## config.mk

```make
export PLATFORM = sky130hd
export DESIGN_NAME = regfile_seq_ctrl
export DESIGN_NICKNAME = d
export VERILOG_FILES = /design/src/rtl/regfile_seq_ctrl.sv
export SDC_FILE = /design/constraint.sdc
export NUM_CORES = 1
export LEC_CHECK = 0
export CELL_PAD_IN_SITES_DETAIL_PLACEMENT = 0
export CELL_PAD_IN_SITES_GLOBAL_PLACEMENT = 1
export CORE_ASPECT_RATIO = 0.8
export CORE_MARGIN = 8
export CORE_UTILIZATION = 30
export CTS_BUF_LIST = sky130_fd_sc_hd__clkbuf_4 sky130_fd_sc_hd__clkbuf_8 sky130_fd_sc_hd__clkbuf_16
export DETAILED_ROUTE_END_ITERATION = 8
export PLACE_DENSITY = 0.87
export SYNTH_ARGS = -nofsm -noshare
export SYNTH_HDL_FRONTEND = slang
export SYNTH_SLANG_ARGS = --single-unit
```

## constraint.sdc

```tcl
create_clock -name clk -period 2.6 [get_ports clk]
set_input_delay 0.78 -clock clk [delete_from_list [all_inputs] [get_ports clk]]
set_output_delay 0.78 -clock clk [all_outputs]
set_load 0.05 [all_outputs]
```

## src/rtl/regfile_seq_ctrl.sv

```systemverilog
// ============================================================================
// Module : regfile_seq_ctrl
// Brief  : Restartable sequencer driving regfile write enables, A/B selects
//          and instruction word: seeds r0/r1, then r[k] = r[k-2] OP r[k-1].
//          Optional macro SEQ_SINGLE_STEP_EN adds a 'step' input gating RUN.
// Rev    : 1.0  initial release
// ============================================================================
`default_nettype none

module regfile_seq_ctrl #(
  parameter int NUM_REGS  = 16,
  parameter int REG_IDX_W = 4,
  parameter int INST_W    = 16
) (
  input  logic                 clk,
  input  logic                 reset,
  input  logic                 start,
`ifdef SEQ_SINGLE_STEP_EN
  input  logic                 step,
`endif
  input  logic [INST_W-1:0]    seed_inst,
  input  logic [INST_W-1:0]    op_inst,
  output logic [NUM_REGS-1:0]  reg_en,
  output logic [REG_IDX_W-1:0] ctrl_a,
  output logic [REG_IDX_W-1:0] ctrl_b,
  output logic [INST_W-1:0]    inst,
  output logic                 busy,
  output logic                 done
);

  typedef enum logic [1:0] {
    S_IDLE = 2'd0,
    S_SEED = 2'd1,
    S_RUN  = 2'd2,
    S_DONE = 2'd3
  } state_t;

  localparam logic [REG_IDX_W-1:0] K_FIRST  = REG_IDX_W'(2);
  localparam logic [REG_IDX_W-1:0] K_LAST   = REG_IDX_W'(NUM_REGS - 1);
  localparam logic [REG_IDX_W-1:0] IDX_ZERO = '0;
  localparam logic [REG_IDX_W-1:0] IDX_ONE  = REG_IDX_W'(1);
  localparam logic [NUM_REGS-1:0]  EN_ONE   = NUM_REGS'(1);
  localparam logic [NUM_REGS-1:0]  EN_SEED  = NUM_REGS'(3);

  state_t                state_q, state_d;
  logic [REG_IDX_W-1:0]  k_q, k_d;
  logic [INST_W-1:0]     op_q, op_d;
  logic                  adv;

`ifdef SEQ_SINGLE_STEP_EN
  assign adv = step;
`else
  assign adv = 1'b1;
`endif

  always_ff @(posedge clk or posedge reset) begin
    if (reset) begin
      state_q <= S_IDLE;
      k_q     <= K_FIRST;
      op_q    <= '0;
    end else begin
      state_q <= state_d;
      k_q     <= k_d;
      op_q    <= op_d;
    end
  end

  // Outputs depend only on registered state, except the live seed word in SEED
  // and the step qualifier on the RUN write enable.
  always_comb begin
    state_d = state_q;
    k_d     = k_q;
    op_d    = op_q;
    reg_en  = '0;
    ctrl_a  = IDX_ZERO;
    ctrl_b  = IDX_ONE;
    inst    = '0;
    busy    = 1'b0;
    done    = 1'b0;

    case (state_q)
      S_IDLE: begin
        if (start) begin
          state_d = S_SEED;
          op_d    = op_inst;
        end
      end

      S_SEED: begin
        reg_en  = EN_SEED;
        inst    = seed_inst;
        busy    = 1'b1;
        state_d = S_RUN;
        k_d     = K_FIRST;
      end

      S_RUN: begin
        ctrl_a = k_q - K_FIRST;
        ctrl_b = k_q - IDX_ONE;
        inst   = op_q;
        busy   = 1'b1;
        if (adv) begin
          reg_en = EN_ONE << k_q;
          if (k_q == K_LAST) begin
            state_d = S_DONE;
          end else begin
            k_d = k_q + IDX_ONE;
          end
        end
      end

      S_DONE: begin
        ctrl_a = K_LAST - IDX_ONE;
        ctrl_b = K_LAST;
        inst   = op_q;
        done   = 1'b1;
        if (start) begin
          state_d = S_SEED;
          op_d    = op_inst;
        end
      end

      default: begin
        state_d = S_IDLE;
      end
    endcase
  end

endmodule

`default_nettype wire

```

# == After elaboration in Yosys (flattened, before gate mapping) ==
# Index checks and enable logic that the tools add are counted.
# word_totals
input_bits,35
latch_bits,0
reg_bits,22
mem_count,0
ram_bits,0
rom_bits,0
# op_classes
magnitude_cmp,0
bitwise_logic,0
reduce_logical,8
div_mod_pow,0
mux,11
n_eq_ne,7
shifts,1
n_addsub,3
n_mul,0
# op_table
operator,n
16-bit case mux with 2 select lines,2
4-bit case mux with 2 select lines,3
1-bit by 4-bit left shift with 16-bit output (first input constant),1
2-bit case mux with 3 select lines,1
2-bit AND reduction,3
2-bit OR reduction,3
4-bit by 1-bit adder with 4-bit output (second input constant),1
2-bit == test (second input constant),2
4-bit == test (second input constant),1
2-bit 2-to-1 mux,2
4-bit 2-to-1 mux,1
2-bit != test (second input constant),2
4-bit by 1-bit subtractor with 4-bit output (second input constant),1
4-bit by 2-bit subtractor with 4-bit output (second input constant),1
2-bit by 1-bit == test with 1-bit output (second input constant),1
2-bit logical NOT,1
1-bit 2-to-1 mux,2
2-bit by 1-bit != test with 1-bit output (second input constant),1
2-bit nonzero test,1

# == Longest topological paths before layout ==
# Gate-level depths: netlist (run 1).
# depth
word_depth,4
ltp_mapped,7
depth_no_buf,5

# == Least setup slack after synthesis (run 1) ==
# Ideal clock, no wire load.
# synth_path
path_type,reg-to-output
from,reg state_q[0]
to,out reg_en[2]
setup_slack_ns,-0.712
arrival_ns,2.532
required_ns,1.820
stages_incl_launch_ff,6
cell_sequence,dfrtp_1 -> inv_1 -> ha_1 -> buf_6 -> or2b_1 -> nor3_1
# synth_via
elab_chain_cells,2
elab_cells_between_ends,3
classes_between,eq/ne (2); mux (1)
# synth_lines
item,line,rtl
start: declaration,45,"state_t state_q, state_d;"
start signal: assignment,62,state_q <= state_d;
2-bit == test / 2-bit by 1-bit == test with 1-bit output (equally long branches),81,case (state_q)
16-bit case mux with 2 select lines *,81,
end: declaration,23,"output logic [NUM_REGS-1:0] reg_en,"
# Mark *: on every way between the ends. The rest lies on a longest branch, timed or not.

# == Worst setup path after layout (run 1) ==
# layout_path
from,reg k_q[1]
to,out reg_en[11]
# layout_via
elab_chain_cells,2
# layout_lines
item,line,rtl
start: declaration,46,"logic [REG_IDX_W-1:0] k_q, k_d;"
start signal: assignment,63,k_q <= k_d;
1-bit by 4-bit left shift with 16-bit output,103,reg_en = EN_ONE << k_q;
16-bit case mux with 2 select lines,81,
# Every way passes these cells.

==> results of run 1 <==
==> flip-flops by register name, indices dropped and copies added, names as in the netlist <==
| signal | flops |
|---|---|
| k_q | 4 |
| op_q | 16 |
| state_q | 2 |
==> final cells by class <==
class / instances / area, um^2
inverter: 11 / 43.8
clock buffer: 4 / 55.1
sequential: 22 / 556
fill: 434 / 2180
multi-input combinational: 122 / 1200
tap: 78 / 97.6
timing repair buffer: 91 / 1300
==> cell families after synthesis <==
logic type | after synthesis | synth area share [%]
fa+ha+maj | 14 | 10.4
simple gates | 51 | 14.1
flops | 22 | 32.7
buf+inv | 24 | 8.46
mux | 18 | 14.1
compound gates | 35 | 18.1
xor+xnor | 4 | 2.08
==> stage by stage <==
step | utilization [%] | cell area [um^2] | hold WS [ns] | worst slack (ns)
floorplan | - | 1780 | 0.481 | -0.116
global placement | 55.2 | 3000 | 0.499 | 0.161
detailed placement | 55.2 | 3000 | 0.496 | 0.148
CTS | 56.7 | 3080 | 0.522 | -0.0296
global route | 59.9 | 3260 | 0.532 | -0.0293
finish | 59.9 | 3260 | 0.524 | 0.0647
==> synth_stat cells (3+ instances only) <==
cell / number / share of area, %
nor2_1: 28 / 6.2
dfrtp_1: 21 / 31
ha_1: 14 / 10
inv_1: 11 / 2.4
a22oi_2: 10 / 7.4
mux2_4: 10 / 8.9
a22oi_1: 7 / 3.1
a21o_1: 6 / 2.7
mux2_2: 6 / 4.0
nand2_1: 6 / 1.3
buf_2: 5 / 1.5
nor3_1: 5 / 1.5
a21oi_1: 4 / 1.2
buf_6: 4 / 2.7
nand3_1: 3 / 0.89
xor2_1: 3 / 1.6
==> routing by layer <==
metal / part of all wire (%) / GRT usage (%) / vias up
li1: - / - / 743
met1: 42 / 15.2 / 753
met2: 53 / 21.7 / 35
met3: 4.3 / 3.08 / 2
met4: 0.75 / 2.88 / 0
met5: 0 / 0 / -
==> final timing paths <==
path	start	end	slack, ns	cells past startpoint
worst max-delay path	k_q[1]	reg_en[11]	0.06	6
worst min-delay path	op_q[7]	op_q[7]	0.52	1
worst max register to register	state_q[0]	op_q[4]	0.69	7
worst min register to register	op_q[7]	op_q[7]	0.52	1
max in group asynchronous	reset	k_q[1]	1.47	3
min in group asynchronous	reset	op_q[2]	0.86	3
==> layout by cell type, fill, tap and decap left out, types with 2 or more instances in the layout <==
cell and instances:
buf_6 2, clkbuf_8 4, clkdlybuf4s50_1 34, ha_4 4, xor2_1 3, a22oi_2 15, clkbuf_16 2, nor2_4 4
a22oi_1 2, nand2_1 5, buf_4 13, buf_8 2, nor2_1 7, ha_1 9, mux2_4 10, inv_2 2
buf_12 38, nor2_2 17, a21oi_1 4, nor3_4 3, inv_1 8, a21o_1 6, o21a_1 2, nand3_1 3
dfrtp_2 3, dfrtp_1 18, mux2_2 6, mux2i_1 2
==> repair_timing <==
action,in CTS,in global routing
resized for setup,9,33
endpoints found under the setup margin,10,33
buffers inserted,1,5
hold endpoints to repair,0,0
pin swaps,2,5
gates cloned,0,0
==> impl_metrics.json, run 1 <==
{
  "drive_gt1_share_pct": 54.4,
  "initial_core_util_pct": 31.0,
  "portBuffers": 76,
  "period_share_pct": 97.5,
  "grt_max_degree": 23,
  "required_ns": 1.82,
  "detail_route.wl_per_cell_um": 16.3,
  "synthDistinctLibCells": 36,
  "synthesis.nets": 217,
  "tns_ns": 0,
  "synth_seq_cells": 22,
  "ant_nets": 0,
  "htree_levels": 1,
  "fin_skew_ns": 0.000551,
  "synth-edff-count": 0,
  "cts_buffers": 3,
  "cp-end-kind": "output port",
  "slew_viol_final": 0,
  "worstSetupPathType": "flop to output port",
  "path_max_fanout": 4,
  "cp_cell_sequence": "buf_4 -> ha_2 -> ha_1 -> nand2_1 -> nor2_2 -> buf_12",
  "tightest_slew_ns": 0.540,
  "crit_slowest_cell": "dfstp_2",
  "antenna_found_initial": 0,
  "status": "completed",
  "dp_cells": 318,
  "critical_path_buf_inv_count": 2,
  "yosysSeqAreaShare_pct": 32.7,
  "grt_usage_pct": 12.6,
  "critPathTopFamily": "flip-flops",
  "io_pins": 77,
  "grt_pass1_wl_um": 8510,
  "die_w_um": 99.8,
  "synth_area_um2": 1690,
  "cts_tree": "built",
  "hpwl_um": 4100,
  "clockBufferDepth": 2,
  "path_clk_slew_ns": 0.08,
  "area_growth_syn_to_layout_pct": 93.3,
  "num_vias": 1533,
  "slew_headroom_pct": 64.0,
  "gp_congestion": 0.757,
  "drt_iter0_drc": 29,
  "netlist_instances": 168,
  "grt_pass1_vias": 1555,
  "vias_per_cell": 4.67,
  "synth-async-reset-ratio_pct": 100,
  "cts_root_buf": "clkbuf_8",
  "dr.pass1.iters": 3,
  "synth_flop_cell": "dfrtp_1",
  "wl_um": 5360,
  "clock.fmax_mhz": 394,
  "critPathLaunchType": "flop",
  "clkSinkCount": 22,
  "diodes": 0,
  "drc": 0,
  "core-area_um2": 5440,
  "syn_avg_cell_area_um2": 10.0,
  "globalRouteOverflowTotal": 0,
  "finalHoldViolCount": 0,
  "finalNonFillerCells": 328,
  "clk_latency_ns": 0.26,
  "cap_viol_max_count": 0,
  "max_stage_delay_ns": 0.59,
  "die_y_um": 83.0,
  "hp-class": "flop to flop",
  "cp_data_arrival_time_ns": 1.76,
  "die_area_um2": 8290,
  "ctsHoldBuffers": 0,
  "min_period_ns": 2.54,
  "yosys_warnings": 0,
  "final-setup-viol-count": 0,
  "rows": 24,
  "layout.nets": 300
}
Power of run 1 is not shown: default switching activity piles up to over one toggle a cycle in this logic, so the estimate is an artifact.
==> run 2, diff against run 1 <==
- CORE_MARGIN: 8 -> 1.5
- TNS_END_PERCENT: default -> 30
==> impl_metrics.json, run 2 (same netlist as run 1, synthesis figures left out) <==
{
  "dr.pass1.iters": 4,
  "cts_buffers": 3,
  "status": "completed",
  "required_ns": 1.82,
  "r2r-end": "op_q[2]",
  "rrSetupSlack_ns": 0.74,
  "initial_core_util_pct": 31.0,
  "drc": 0,
  "utilization_pct": 61.7,
  "detail_route.wl_per_cell_um": 15.2,
  "largest_reg_flops": 16,
  "clock.fmax_mhz": 386,
  "cp_cell_sequence": "buf_4 -> ha_4 -> or2_4 -> clkbuf_16 -> a22oi_2 -> nor2_2 -> clkbuf_16",
  "max_stage_delay_ns": 0.41,
  "diodes": 0,
  "min_period_ns": 2.59,
  "cp_data_arrival_time_ns": 1.81,
  "fin_area_um2": 3360,
  "layout.nets": 304,
  "hp-class": "flop to flop",
  "cp-end-kind": "output port",
  "drt_iter0_drc": 56,
  "gp_congestion": 0.751,
  "fin_skew_ns": 0.000554,
  "area_growth_syn_to_layout_pct": 99.1,
  "critPathLaunch": "state_q[1]",
  "path_clk_slew_ns": 0.08,
  "htree_levels": 1,
  "drive_gt1_share_pct": 55.5,
  "path_max_fanout": 4,
  "final-setup-viol-count": 0,
  "setup_ws_ns": 0.00751,
  "clk_latency_ns": 0.25,
  "portBuffers": 76,
  "cpMostUsedCell": "clkbuf_16",
  "tightest_slew_ns": 0.590,
  "crit_end": "inst[8]",
  "dpl_cell_area_um2": 2990,
  "hpwl_um": 3710,
  "rsz0062_at_grt": "true",
  "clockBufferDepth": 2,
  "critPathLaunchType": "flop",
  "crit_slowest_cell": "dfrtp_1",
  "io_pins": 77,
  "die_w_um": 86.8,
  "num_vias": 1561,
  "registers.top_by_ff_count": "op_q",
  "rows": 24,
  "finalHoldViolCount": 0,
  "grt_pass1_vias": 1557,
  "grt_max_degree": 23,
  "die_y_um": 70.0,
  "cts_tree": "built",
  "layout_common_cells": "clkdlybuf4s50_1, buf_12, dfrtp_1",
  "largestRegisters": "op_q x16, k_q x4, state_q x2",
  "pre_cts_ws_ns": 0.138,
  "cts_root_buf": "clkbuf_8",
  "ant_nets": 0,
  "wl_um": 5040,
  "cap_viol_max_count": 0,
  "globalRouteOverflowTotal": 0,
  "antenna_found_initial": 0,
  "worstSetupPathType": "flop to output port",
  "worstRegToRegCells": 6,
  "grt_pass1_wl_um": 7780,
  "slew_viol_final": 0,
  "vias_per_cell": 4.70,
  "die_area_um2": 6080,
  "clkSinkCount": 22,
  "rr_startpoint": "state_q[1]",
  "slew_headroom_pct": 60.7,
  "ctsHoldBuffers": 0,
  "period_share_pct": 99.7,
  "fillers": 427,
  "core-area_um2": 5440,
  "grt_usage_pct": 16.4
}
[run 2: changes by cell type in the layout (fill, tap and decap cells not counted), sizes merged]
cell    delta
buf        -1
clkbuf     +5
[run 2: what timing repair did]
action / 4_1_cts / 5_1_grt
resized for setup: 13 / 42
setup buffers: 0 / 9
gates cloned: 0 / 1
pin swaps: 2 / 13
endpoints found under the setup margin: 11 / 32
[run 2: worst max-delay path: cells and delay by family (launching register included)]
kind	cells	cell delay, ns
AOI/OAI and AO/OA	1	0.13
adders and majority gates	1	0.15
DFF	1	0.41
and+or+nand+nor	2	0.34
buffers and inverters	3	0.51
[run 2: cell type report]
class | instances | area [um^2] | area share (%)
Timing Repair Buffer | 95 | 1380 | 41.2
Multi-Input combinational cell | 122 | 1220 | 36.5
Sequential cell | 22 | 552 | 16.4
Tap cell | 78 | 97.6 | 2.91
Clock buffer | 4 | 55.1 | 1.64
Inverter | 11 | 43.8 | 1.30
[run 2: through the flow]
step                      cells  setup TNS, ns  hold slack, ns
final                       332              0           0.538
after global routing        332         -0.469           0.549
after CTS                   322        -0.0141           0.526
after detailed placement    318              0           0.506
after global placement      318              0           0.490
after floorplan             168         -0.618           0.481
[run 2: routing by layer]
| metal | track usage (%) | up-vias | wire (um) |
|---|---|---|---|
| li1 | - | 752 | - |
| met1 | 22.7 | 764 | 2350 |
| met2 | 26.9 | 43 | 2470 |
| met3 | 3.43 | 2 | 203 |
| met4 | 2.15 | 0 | 24 |
| met5 | 0 | - | 0 |
[run 2: worst min-delay path by stage]
stage                 start       to  slack [ns]  cells after the start
finish              op_q[1]  op_q[1]        0.54                      1
global route        op_q[1]  op_q[1]        0.55                      1
CTS                 op_q[7]  op_q[7]        0.53                      1
detailed placement  op_q[7]  op_q[7]        0.51                      1
global placement    op_q[0]  op_q[0]        0.49                      1
floorplan           op_q[1]  op_q[1]        0.48                      1
Power of run 2 is left out for the same reason.
==> run 3, diff against run 2 <==
- CAP_MARGIN: default -> 20
==> results of run 3 <==
No change in the layout: final DEF, timing and power equal those of run 2.
Power of run 3 is left out for the same reason.
